<file path="config.mk">
export PLATFORM = sky130hd
export DESIGN_NAME = noc_rr_arbiter
export DESIGN_NICKNAME = d
export VERILOG_FILES = /design/src/rtl/noc_pkg.sv /design/src/rtl/noc_rr_arbiter_rr_pick.sv /design/src/rtl/noc_rr_arbiter.sv
export SDC_FILE = /design/constraint.sdc
export NUM_CORES = 1
export LEC_CHECK = 0
export ABC_AREA = 1
export BUFFER_PORTS_ARGS = -buffer_cell sky130_fd_sc_hd__buf_2
export CAP_MARGIN = 20
export CORE_MARGIN = 2
export CORE_UTILIZATION = 29
export CTS_BUF_LIST = sky130_fd_sc_hd__clkbuf_4 sky130_fd_sc_hd__clkbuf_8
export DETAILED_ROUTE_END_ITERATION = 10
export GPL_TIMING_DRIVEN = 0
export MAX_ROUTING_LAYER = met4
export PLACE_DENSITY = 0.6
export SYNTH_ARGS = -nofsm -noshare
export SYNTH_HDL_FRONTEND = slang
export SYNTH_SLANG_ARGS = --single-unit
</file>
<file path="constraint.sdc">
create_clock -name clk -period 5.2 [get_ports clk]
set_clock_uncertainty 0.2 [all_clocks]
set_input_delay 0.78 -clock clk [delete_from_list [all_inputs] [get_ports clk]]
set_output_delay 0.78 -clock clk [all_outputs]
set_load 0.01 [all_outputs]
</file>
<file path="src/rtl/noc_pkg.sv">
// Shared constants, state type and packet field helper for the NoC round-robin arbiter.
package noc_pkg;

    localparam int PKT_W   = 8;
    localparam int ADDR_W  = 4;
    localparam int N_PORTS = 16;

    typedef enum logic {
        IDLE = 1'b0,
        SEND = 1'b1
    } arb_state_t;

    function automatic logic [ADDR_W-1:0] pkt_addr(input logic [PKT_W-1:0] pkt);
        return pkt[ADDR_W-1:0];
    endfunction

endpackage

</file>
<file path="src/rtl/noc_rr_arbiter_rr_pick.sv">
// Combinational rotating-priority encoder: first set request at or above ptr, modulo 16.
module rr_pick
    import noc_pkg::*;
(
    input  logic [N_PORTS-1:0] req,
    input  logic [ADDR_W-1:0]  ptr,
    output logic [ADDR_W-1:0]  gnt_idx,
    output logic               gnt_any
);

    logic [ADDR_W-1:0] idx;
    logic              found;

    always_comb begin
        gnt_idx = '0;
        found   = 1'b0;
        idx     = '0;
        for (int k = 0; k < N_PORTS; k++) begin
            // 4-bit addition wraps naturally, giving the modulo-16 scan order
            idx = ptr + ADDR_W'(k);
            if (!found && req[idx]) begin
                gnt_idx = idx;
                found   = 1'b1;
            end
        end
        gnt_any = found;
    end

endmodule

</file>
<file path="src/rtl/noc_rr_arbiter.sv">
// 16:1 round-robin arbiter: grants one requester, forwards its packet with the source tag,
// and drops/counts self-addressed packets.
module noc_rr_arbiter
    import noc_pkg::*;
#(
    parameter int WIDTH   = PKT_W,
    parameter int N_PORTS = 16,
    parameter int CNT_W   = 16
) (
    input  logic                       clk,
    input  logic                       rst_n,
    input  logic                       en,
    input  logic [N_PORTS-1:0]         req_valid,
    input  logic [N_PORTS*WIDTH-1:0]   req_data,
    output logic [N_PORTS-1:0]         req_ready,
    output logic                       out_valid,
    output logic [WIDTH-1:0]           out_data,
    output logic [ADDR_W-1:0]          out_src,
    input  logic                       out_ready,
    output logic                       drop_pulse,
    output logic [CNT_W-1:0]           fwd_count,
    output logic [CNT_W-1:0]           drop_count
);

    arb_state_t        state_q, state_d;
    logic [ADDR_W-1:0] ptr_q, ptr_d;
    logic [WIDTH-1:0]  pkt_q, pkt_d;
    logic [ADDR_W-1:0] src_q, src_d;
    logic              drop_pulse_q, drop_pulse_d;
    logic [CNT_W-1:0]  fwd_cnt_q, fwd_cnt_d;
    logic [CNT_W-1:0]  drop_cnt_q, drop_cnt_d;

    logic [ADDR_W-1:0] gnt_idx;
    logic              gnt_any;
    logic [WIDTH-1:0]  sel_pkt;

    rr_pick u_pick (
        .req     (req_valid),
        .ptr     (ptr_q),
        .gnt_idx (gnt_idx),
        .gnt_any (gnt_any)
    );

    assign sel_pkt = req_data[int'(gnt_idx)*WIDTH +: WIDTH];

    always_comb begin
        state_d      = state_q;
        ptr_d        = ptr_q;
        pkt_d        = pkt_q;
        src_d        = src_q;
        drop_pulse_d = 1'b0;
        fwd_cnt_d    = fwd_cnt_q;
        drop_cnt_d   = drop_cnt_q;
        req_ready    = '0;
        case (state_q)
            IDLE: begin
                // A grant always coincides with req_valid, so it is also the accept
                if (en && gnt_any) begin
                    req_ready = N_PORTS'(1) << gnt_idx;
                    pkt_d     = sel_pkt;
                    src_d     = gnt_idx;
                    if (pkt_addr(sel_pkt) == gnt_idx) begin
                        drop_pulse_d = 1'b1;
                        drop_cnt_d   = drop_cnt_q + CNT_W'(1);
                        ptr_d        = gnt_idx + ADDR_W'(1);
                    end else begin
                        state_d = SEND;
                    end
                end
            end
            SEND: begin
                if (out_ready) begin
                    fwd_cnt_d = fwd_cnt_q + CNT_W'(1);
                    ptr_d     = src_q + ADDR_W'(1);
                    state_d   = IDLE;
                end
            end
            default: state_d = IDLE;
        endcase
    end

    always_ff @(posedge clk or negedge rst_n) begin
        if (!rst_n) begin
            state_q      <= IDLE;
            ptr_q        <= '0;
            pkt_q        <= '0;
            src_q        <= '0;
            drop_pulse_q <= 1'b0;
            fwd_cnt_q    <= '0;
            drop_cnt_q   <= '0;
        end else begin
            state_q      <= state_d;
            ptr_q        <= ptr_d;
            pkt_q        <= pkt_d;
            src_q        <= src_d;
            drop_pulse_q <= drop_pulse_d;
            fwd_cnt_q    <= fwd_cnt_d;
            drop_cnt_q   <= drop_cnt_d;
        end
    end

    assign out_valid  = (state_q == SEND);
    assign out_data   = pkt_q;
    assign out_src    = src_q;
    assign drop_pulse = drop_pulse_q;
    assign fwd_count  = fwd_cnt_q;
    assign drop_count = drop_cnt_q;

endmodule

</file>
Word-level counts from Yosys, hierarchy flattened. Index checks and enable logic that the tools add are counted.

Register bits after elaboration: 50.

Add/subtract/negate cells: 19. $lt $le $gt $ge: 16. Eq/ne operators: 4. Shifts and indexed selects: 2. Mux-type cells: 77. Bitwise operators: 1. Reductions and logical operators: 35.

Operators by type and width (count): indexed part select 128 x 8 -> 8 bit (1); less-than comparator 4 x 5 -> 1 bit, second input constant (16); two-way mux 4 bit (19); binary-select mux 1 bit (select 4 bit) (16); two-way mux 1 bit (38); adder 16 x 1 -> 16 bit, second input constant (2); adder 4 bit, second input constant (8); two-way mux 16 bit (2); adder 4 x 3 -> 4 bit, second input constant (4); logical AND 1 bit (16); << shifter 1 x 4 -> 16 bit, first input constant (1); logical NOT 1 bit (15); adder 4 x 1 -> 4 bit, second input constant (3); adder 4 x 2 -> 4 bit, second input constant (2); case mux 4 bit (2 select lines) (1); inequality test 2 bit, second input constant (3); AND reduction 3 bit (2); == test 4 bit (1); AND reduction 2 bit (2); case mux 1 bit (2 select lines) (1); NOT 1 bit (1).

Depth between registers and ports, before layout. Gate-level depths: netlist of run 1.

Depth after elaboration: 53. Mapped depth: 35. Gate-level depth less buffers: 32.

Cells and area by module. From an unflattened synthesis of run 1, not the netlist that was laid out.

Cells, all modules: 894. Area, all modules: 5482.8 µm².

Modules (own cells, without submodules): noc_rr_arbiter (times used 1, cells an instance 552, area an instance 3676.0 µm²); rr_pick (times used 1, cells an instance 342, area an instance 1806.7 µm²).

Worst setup path after synthesis of run 1. Ideal clock, no wire load.

Path kind: flip-flop to output port. From: reg ptr_q[1]. To: out req_ready[15]. Arrival: 3841 ps. Setup slack: 379 ps. Cell stages (with the launch flop): 25. Cells stage by stage: dfrtp_1 inv_1 buf_2 ha_1 clkinv_1 nand3_1 nand3_1 nand2_1 nand2_1 nand2_2 nor2_4 nand4_2 nor2_2 nand4_1 nor2_2 nand4_1 clkinv_1 nor2_1 nand3_2 nand2_4 buf_2 nor2_1 buf_2 nand2_1 nor2_1.

Word-level cells in the longest chain between the ends: 51.

RTL lines: start: declaration (RTL line noc_rr_arbiter.sv:26) `logic [ADDR_W-1:0] ptr_q, ptr_d;`; start signal: assignment (RTL line noc_rr_arbiter.sv:93) `ptr_q <= ptr_d;`; parallel branches: the longest is 49 deep, another holds adder 4 x 1 -> 4 bit; two-way mux 16 bit (*) (RTL line noc_rr_arbiter.sv:58) `if (en && gnt_any) begin`; two-way mux 16 bit (*) (RTL line noc_rr_arbiter.sv:55) `case (state_q)`; end: declaration (RTL line noc_rr_arbiter.sv:15) `output logic [N_PORTS-1:0] req_ready,`.

Every way passes the cells marked *. The select of a mux whose other input is x is not followed.

Worst setup path in the final report of run 1.
From: reg ptr_q[0]. To: out req_ready[5].

Same word-level chain as after synthesis.

==> flow_summary_export.csv, run 1 <==
group,metric,value,unit
run_status,status,"complete, no violations",
sta,setup_slack,155,ps
synthesis,yosysSeqAreaShare,22.7,%
floorplan,ioPinCount,210,
synthesis,yosysMostFrequentCell,"nand2_1",
clock_network,cts_tree,"done",
synthesis,synth-seq-cells,50,
sta,tns,0,ps
synthesis,yosys_warnings,0,
grt,grt_start_max_net_pins,35,
sta,setup_viol_count_final,0,
layout,final_cell_area,7990,um2
setup_path,reg2reg_slack,340,ps
sta,rsz0062_at_grt,"yes",
setup_path,arrival,4060,ps
setup_path,crit_start,"ptr_q[0]$_DFFE_PN0P_",
setup_path,path_cells,"clkinv_4 > buf_12 > ha_4 > inv_8 > nand3_1 > nand3_2 > nand2_1 > nand2_2 > nand2_2 > nor2_4 > nand4_2 > nor2_4 > nand4_1 > nor2_2 > nand3b_1 > inv_1 > nand2_1 > o21ai_1 > nand3b_1 > a21o_4 > nor2_4 > inv_4 > nor2_1 > buf_2",
sta,slew_headroom,44.5,%
sta,final_hold_viol_count,0,
synthesis,netlist_area,5500,um2
synthesis,ys.flop_type,"dfrtp_1",
clock_network,cts.path.max_buffers,2,
grt,overflow,0,
floorplan,initial_core_util,29.5,%
synthesis,synth.top_cell.area_share,22.7,%
grt,grt_pass1_vias,6466,
min_path,hp-class,"in2async",
sta,period_share,97.0,%
grt,grt.met3_usage,3.07,%
synthesis,yosysTopAreaCell,"dfrtp_1",
detailed_routing,drc,0,
setup_path,max_stage_delay,440,ps
place,io_buffers,209,
setup_path,worst-setup-path-type,"reg2out",
grt,grt_use_met2,33.6,%
setup_path,worstReg2RegStart,"ptr_q[0]$_DFFE_PN0P_",
synthesis,yosys-top-cells-area,"dfrtp_1 (23%), nand2_1 (22%), nand3_1 (13%), inv_1 (5.6%), nor2_1 (4.8%)",
floorplan,core_area,18600,um2
detailed_routing,postRouteWirelength,21.0,mm
synthesis,synth_edf_count,0,
setup_path,r2r_cells,32,
floorplan,rows,50,
grt,grtUsageMet1,26.1,%
setup_path,crit_top_cell,"nor2_4",
sta,max_freq,198,MHz
grt,antenna_found_initial,0,
setup_path,cp_slowest_cell,"dfrtp_2",
sta,worst_pin_slew,824,ps
detailed_routing,vias_per_cell,4.98,
setup_path,start_kind,"flip-flop",
detailed_routing,dr.pass1.iters,5,
grt,busiest_layer,"met2",
floorplan,chipWidth,142,um
setup_path,critPathCaptureType,"output port",
clock_network,cts_buffers,5,
detailed_routing,via_count,7081,
detailed_routing,drt_iter0_drc,423,
place,finalWeightedCongestion,0.890,
layout,layout-drive-gt1-share,32.9,%
sta,min_period,5040,ps
grt,grt_usage,20.3,%
clock_network,ctsHtreeMaxLevel,2,
sta,maxSlewViolCount,0,
place,pre_cts_ws,-1030,ps
clock_network,clk_latency,310,ps
synthesis,syn_nets,1075,
synthesis,synth_cell_types,38,
setup_path,r2r-end,"drop_count[1]$_DFFE_PN0P_",
layout,areaGrowthSynthToFinish,45.2,%
synthesis,async_flop_share,100,%
clock_network,cts_sinks,50,
detailed_routing,ant_nets,0,
run,drv_cap,0,
setup_path,required,4220,ps
synthesis,synth_commonest_cells,"nand2_1 (318), nand3_1 (148), inv_1 (82), nor2_1 (71), dfrtp_1 (50)",
floorplan,die_h,142,um
detailed_routing,wl_per_cell,14.8,um
clock_network,cts_root_buf,"clkbuf_8",
synthesis,syn_avg_cell_area,6.00,um2
clock_network,path_clk_slew,100,ps
place,dpl_cell_area,6860,um2
floorplan,die-area,20100,um2
grt,grt_pass1_wl,32.2,mm
place,hpwlAfterDp,16.2,mm
setup_path,critPathMaxFanout,10,
layout,nets,1344,
synthesis,syn_inst,917,
[layer usage]
metal  up-vias  part of all wire, %
li1       3533                    -
met1      3285                   43
met2       219                   48
met3        44                  5.9
met4         0                  2.6
met5         -                    0
[cell type report]
class / instances / area, um2
antenna: 1 / 2.50
buffer: 31 / 298
clock buffer: 6 / 76.3
clock inverter: 2 / 17.5
fill: 1975 / 10700
inverter: 94 / 387
multi-input combinational: 740 / 4160
sequential: 50 / 1250
tap: 234 / 293
timing repair buffer: 264 / 1500
[per-stage QoR]
stage	hold slack (ps)	util (%)	instances
final	189	42.9	1422
after global routing	201	42.9	1421
after CTS	192	39.6	1388
after detailed placement	261	36.8	1361
after global placement	262	36.7	1360
after floorplan	284	-	917
[registers in the layout, summed over array words and instances, names as in the netlist]
name	count
ptr_q	4
out_src	4
drop_pulse	1
out_valid	1
out_data	8
drop_count	16
fwd_count	16
[layout by cell type, fill, tap and decap left out, types with 3 or more instances in the layout]
cell / n
inv_2: 8
o21a_1: 3
xor2_2: 5
nand3_4: 10
nor2_1: 67
nor4_1: 4
nand2_4: 3
dfrtp_1: 48
buf_4: 58
buf_12: 4
clkbuf_8: 6
nor3_1: 6
buf_6: 8
o21ai_0: 18
nand2_2: 17
xor2_1: 17
a22oi_1: 20
nand3_1: 131
nand4_1: 23
xor2_4: 3
xnor2_1: 14
nor2_4: 7
buf_2: 215
nand2_1: 301
ha_1: 6
buf_8: 4
clkbuf_1: 3
inv_1: 77
o21ai_1: 24
clkinv_4: 5
o211ai_1: 5
a21oi_1: 5
nand3b_1: 20
nand3_2: 10
[worst max-delay path: cells and delay by family, from the launching register on]
kind | cells | cell delay, ps
compound gates | 2 | 360
fa+ha+maj | 1 | 260
simple gates | 15 | 2000
buf+inv | 6 | 680
flops | 1 | 440
[worst max path at each step]
stage / to / slack (ps)
6_report: req_ready[5] / 160
5_1_grt: req_ready[5] / -110
4_1_cts: req_ready[8] / 7
3_5_place_dp: req_ready[11] / -1030
3_3_place_gp: req_ready[15] / -1060
2_1_floorplan: req_ready[15] / 380
[cells by family (layout without fill, tap and decap cells)]
logic type / Yosys count / count (layout) / synth area share, %
xor+xnor: 42 / 42 / 6.96
other cells: 0 / 1 / 0
buf+inv: 127 / 397 / 10.0
flops: 50 / 50 / 22.7
simple gates: 605 / 605 / 48.7
compound gates: 83 / 83 / 9.35
fa+ha+maj: 10 / 10 / 2.27
[repair_timing]
action / in CTS / in global routing
setup buffers: 20 / 33
setup endpoints to repair: 48 / 37
cloned: 0 / 1
hold buffers: 0 / 0
pin swaps: 9 / 34
resized for setup: 64 / 82
endpoints found under the hold margin: 0 / 0
Power of run 1 is left out: the tool's default activity adds up to more than one toggle a clock period on the data nets, which glitch-free logic cannot reach.
==> run 2: changes to the inputs <==
REMOVE_ABC_BUFFERS = 1   (was not set)
==> flow_summary_export.csv, run 2 (synthesized netlist as in run 1, its figures left out) <==
group,metric,value,unit
sta,final_hold_viol_count,0,
clock_network,cts_sinks,50,
grt,grt_usage,21.0,%
detailed_routing,via_count,7325,
place,finalWeightedCongestion,0.932,
detailed_routing,postRouteWirelength,22.8,mm
layout,fin_cells,1456,
detailed_routing,vias_per_cell,5.03,
layout,layout-drive-gt1-share,37.4,%
run,drv_cap,0,
place,io_buffers,209,
detailed_routing,drc,0,
floorplan,rows,50,
layout,areaGrowthSynthToFinish,55.1,%
sta,period_share,98.7,%
detailed_routing,drt_iter0_drc,405,
grt,grt_pass1_vias,6565,
clock_network,hold_buffers,0,
clock_network,cts_buffers,5,
run_status,status,"complete, no violations",
setup_path,critPathCaptureType,"output port",
setup_path,critPathMaxFanout,8,
floorplan,die-area,20100,um2
layout,nets,1378,
clock_network,clk_latency,310,ps
setup_path,r2r_cells,28,
detailed_routing,ant_nets,0,
detailed_routing,dr.pass1.iters,5,
floorplan,core_area,18600,um2
layout,final_common_cell,"nand2_1",
sta,setup_viol_count_final,0,
floorplan,chipWidth,142,um
grt,grt_start_max_net_pins,32,
setup_path,start_kind,"flip-flop",
floorplan,initial_core_util,29.5,%
sta,worst_pin_slew,736,ps
clock_network,path_clk_slew,110,ps
layout,mostFrequentLayoutCells,"nand2_1 (299), buf_2 (210), nand3_1 (128)",
sta,min_period,5130,ps
grt,grt_pass1_wl,33.1,mm
place,hpwlAfterDp,14.7,mm
floorplan,ioPinCount,210,
setup_path,worst-setup-path-type,"reg2out",
clock_network,cts_tree,"done",
sta,max_freq,195,MHz
setup_path,r2r-end,"drop_count[4]$_DFFE_PN0P_",
grt,antenna_found_initial,1,
min_path,hp-class,"in2async",
sta,maxSlewViolCount,0,
clock_network,ctsHtreeMaxLevel,2,
setup_path,worstReg2RegStart,"ptr_q[1]$_DFFE_PN0P_",
setup_path,reg2reg_slack,250,ps
setup_path,required,4220,ps
sta,slew_headroom,50.4,%
layout,n_fill_cell,1938,
floorplan,die_h,142,um
grt,overflow,0,
place,place_inst,1331,
detailed_routing,wl_per_cell,15.7,um
sta,tns,0,ps
setup_path,arrival,4150,ps
clock_network,cts.path.max_buffers,2,
sta,rsz0062_at_grt,"yes",
clock_network,cts_root_buf,"clkbuf_8",
-- run 2: cell types whose count changed in the layout (fill, tap and decap cells not counted), sizes merged, moves of 2 or more --
cell	delta
buf	+29
clkbuf	-5
nand2	+4
clkinvlp	+3
inv	-3
nand3	+3
clkinv	+2
-- run 2: routing by layer --
metal	share of wire [%]	vias up	routed length, um	track usage [%]
li1	-	3626	-	-
met2	50	276	11300	35.2
met1	42	3377	9590	27.0
met5	0	-	0	-
met4	2.6	0	586	5.68
met3	5.6	46	1270	2.36
-- run 2: worst max path at each step --
stage,endpoint,cells past startpoint,start,slack [ps]
2_1_floorplan,req_ready[14],22,ptr_q[0]$_DFFE_PN0P_,-440
3_3_place_gp,req_ready[14],23,ptr_q[1]$_DFFE_PN0P_,-2470
6_report,req_ready[6],22,ptr_q[1]$_DFFE_PN0P_,70
5_1_grt,req_ready[15],23,ptr_q[1]$_DFFE_PN0P_,-110
3_5_place_dp,drop_count[4]$_DFFE_PN0P_,30,ptr_q[0]$_DFFE_PN0P_,-2240
4_1_cts,req_ready[6],22,ptr_q[1]$_DFFE_PN0P_,1
-- run 2: layout make-up --
| cell class | instances | area [um2] | share of cell area (%) |
|---|---|---|---|
| well taps | 234 | 293 | 3.43 |
| repair inverters | 1 | 5.00 | 0.0586 |
| diodes | 1 | 2.50 | 0.0293 |
| clock buffers | 5 | 68.8 | 0.806 |
| repair buffers | 320 | 2040 | 23.9 |
| multi-input cells | 748 | 4420 | 51.8 |
| flip-flops and latches | 50 | 1260 | 14.8 |
| inverters | 94 | 419 | 4.91 |
| clock inverters | 3 | 26.3 | 0.308 |
-- run 2: stage by stage --
step	worst slack [ps]	hold slack (ps)	instance area [um2]	utilization (%)
floorplan	-436	284	5310	-
global placement	-2470	263	6640	35.6
detailed placement	-2240	271	6710	36.0
CTS	1.02	233	7410	39.7
global route	-109	244	8540	45.8
finish	69.8	218	8540	45.8
-- run 2: worst max-delay path: stages (launching register included) --
cell        delay (ps)
dfrtp_4            460
clkinvlp_4         210
ha_4               390
buf_12             140
nand3_2             90
nand3_2            100
nand2_2             70
nand2_2             70
nand2_2             70
nor2_4             120
nand4_4            100
nor2_4             140
nand4_1            210
nor2_4             190
nand4_1            160
or4_4              600
nand2_4            100
nor2_4              50
clkinvlp_4         160
nor2_4              90
inv_4              110
nor2_1              60
buf_2              130
-- run 2: repair_timing --
item | in CTS | in global routing
buffers inserted | 27 | 77
resized for setup | 66 | 103
endpoints found under the setup margin | 50 | 37
gates cloned | 6 | 6
pin swaps | 9 | 48
Power of run 2 is left out for the same reason.
==> run 3: changes to the inputs <==
ABC_AREA = 0   (was 1)
PLACE_DENSITY = 0.59   (was 0.6)
==> flow_summary_export.csv, run 3 <==
group,metric,value,unit
detailed_routing,postRouteWirelength,25.8,mm
layout,final-seq-area,1260,um2
synthesis,async_flop_share,100,%
clock_network,cts_buffers,5,
floorplan,die-area,23300,um2
synthesis,yosysTopAreaCell,"dfrtp_1",
setup_path,crit_buf_inv,5,
setup_path,max_stage_delay,540,ps
grt,grt_usage,21.1,%
setup_path,critPathCaptureType,"flip-flop",
sta,maxSlewViolCount,0,
floorplan,core_area,21800,um2
place,hpwlAfterDp,16.7,mm
synthesis,ys.flop_type,"dfrtp_1",
layout,layout-drive-gt1-share,53.4,%
detailed_routing,topRoutingLayerUsed,"met4",
clock_network,cts_root_buf,"clkbuf_8",
grt,grt_pass1_wl,39.1,mm
setup_path,required,5200,ps
clock_network,cts.path.max_buffers,2,
synthesis,synth_edf_count,0,
clock_network,clk_latency,300,ps
setup_path,r2r_cells,20,
setup_path,worstReg2RegStart,"ptr_q[1]$_DFFE_PN0P_",
detailed_routing,drt_iter0_drc,648,
sta,rsz0062_at_grt,"yes",
layout,nets,1160,
detailed_routing,dr_wl_met3,1.74,mm
grt,overflow,0,
clock_network,ctsHtreeMaxLevel,2,
detailed_routing,drt-met1-wl,10.3,mm
setup_path,crit_top_cell,"mux2_4",
layout,n_fill_cell,2062,
synthesis,yosysSeqAreaShare,19.5,%
floorplan,ioPinCount,210,
setup_path,path_cells,"clkinvlp_4 > ha_4 > buf_12 > buf_16 > mux4_2 > mux2_4 > mux2i_4 > and2b_2 > nand4_4 > buf_6 > or4_4 > o2111ai_4 > buf_12 > mux2_4 > mux4_2 > mux2i_2 > a211o_1 > or2_4 > o21ai_4 > mux2_4",
synthesis,yosysMostFrequentCell,"nand2_1",
clock_network,path_clk_slew,100,ps
detailed_routing,ant_nets,0,
setup_path,cp_slowest_cell,"or4_4",
clock_network,cts_sinks,50,
layout,mostFrequentLayoutCells,"buf_2 (202), buf_4 (79), nand2_1 (75)",
setup_path,path_delay_family,"multiplexers",
place,finalWeightedCongestion,0.896,
run_status,failed_checks,"setup timing",
setup_path,r2r-end,"ptr_q[1]$_DFFE_PN0P_",
detailed_routing,dr.pass1.iters,5,
synthesis,yosys-top-cells-area,"dfrtp_1 (19%), mux4_2 (13%), mux2i_1 (11%), nand2_1 (5.0%), xnor2_1 (3.5%)",
run_status,status,"finished, violations left",
sta,tns,-11820,ps
detailed_routing,drc,0,
sta,setup_viol_count_final,38,
sta,slew_headroom,50.6,%
min_path,hp-class,"in2async",
sta,setup_slack,-471,ps
synthesis,yosys_warnings,0,
grt,grt_pass1_vias,7141,
layout,multi_input_area,5740,um2
detailed_routing,wl_per_cell,20.1,um
setup_path,arrival,5670,ps
synthesis,synth-seq-cells,50,
setup_path,start_kind,"flip-flop",
run,drv_cap,0,
sta,final_hold_viol_count,0,
place,io_buffers,209,
synthesis,synth.top_cell.area_share,19.5,%
clock_network,cts_tree,"done",
floorplan,die_h,153,um
synthesis,netlist_area,6420,um2
sta,period_share,109,%
sta,max_freq,176,MHz
detailed_routing,vias_per_cell,5.71,
floorplan,rows,54,
setup_path,reg2reg_slack,-470,ps
layout,final_common_cell,"buf_2",
synthesis,synth_commonest_cells,"nand2_1 (85), mux2i_1 (71), dfrtp_1 (50), nor2_1 (50), mux4_2 (38)",
layout,areaGrowthSynthToFinish,53.3,%
detailed_routing,via_count,7328,
setup_path,critPathMaxFanout,9,
grt,grt_start_max_net_pins,37,
synthesis,syn_inst,705,
sta,min_period,5670,ps
grt,antenna_found_initial,1,
sta,worst_pin_slew,721,ps
synthesis,synth_cell_types,85,
floorplan,initial_core_util,29.5,%
detailed_routing,dr_wl_met2,12.8,mm
setup_path,worst-setup-path-type,"reg2reg",
floorplan,chipWidth,153,um
synthesis,syn_avg_cell_area,9.10,um2
-- run 3: cell types whose count changed after synthesis, sizes merged, moves of 19 or more --
cell    delta
nand2    -237
nor2      -25
mux2      +34
mux2i     +73
mux4      +38
nand3b    -19
nand3    -135
inv       -77
a21oi     +21
-- run 3: cells by family after synthesis --
kind of cell             count (synthesis)  synth area share, %
AND/OR/NAND/NOR                        250                 19.9
AO/OA/AOI/OAI                          156                 17.6
multiplexers                           145                 31.0
buffers and inverters                   52                 4.02
flip-flops                              50                 19.5
adder cells (fa/ha/maj)                 10                 1.95
XOR/XNOR                                42                 6.02
-- run 3: layer usage --
layer  vias to the layer above  track usage [%]
met4                         0             6.61
met5                         -                -
li1                       3298                -
met1                      3606             26.5
met2                       368             35.5
met3                        56             2.70
-- run 3: layout make-up --
cell class              count  area share [%]
clock inverters             2           0.394
repair inverters            1          0.0890
inverters                  12           0.636
multi-input cells         607            58.3
diodes                      1          0.0254
repair buffers            325            23.4
clock buffers               5           0.700
flip-flops and latches     50            12.8
well taps                 280            3.56
-- run 3: stage by stage --
step                      instances  util, %  cell area [um2]  setup slack [ps]  hold slack [ps]
after global routing           1283     45.2             9840              -587              188
after detailed placement       1160     35.6             7740             -2840              256
final                          1283     45.2             9840              -471              173
after floorplan                 665        -             6200             -2900              284
after CTS                      1258     42.6             9260              -460              180
after global placement         1154     34.9             7600             -5040              252
-- run 3: worst max path at each step --
stage                               startpoint                        end  slack (ps)  cells past startpoint
final                     ptr_q[1]$_DFFE_PN0P_       ptr_q[1]$_DFFE_PN0P_        -470                     20
after detailed placement  ptr_q[0]$_DFFE_PN0P_  drop_count[1]$_DFFE_PN0P_       -2840                     17
after global routing      ptr_q[1]$_DFFE_PN0P_       ptr_q[2]$_DFFE_PN0P_        -590                     22
after CTS                 ptr_q[1]$_DFFE_PN0P_  drop_count[0]$_DFFE_PN0P_        -460                     22
after floorplan           ptr_q[1]$_DFFE_PN0P_  drop_count[1]$_DFFE_PN0P_       -2900                     14
after global placement    ptr_q[1]$_DFFE_PN0P_  drop_count[1]$_DFFE_PN0P_       -5040                     15
-- run 3: timing repair --
action,CTS,global route
endpoints found under the setup margin,50,45
gates resized for setup,131,97
pin swaps,42,37
setup buffers,83,25
hold buffers,0,0
cloned,9,2
Power of run 3 is left out for the same reason.
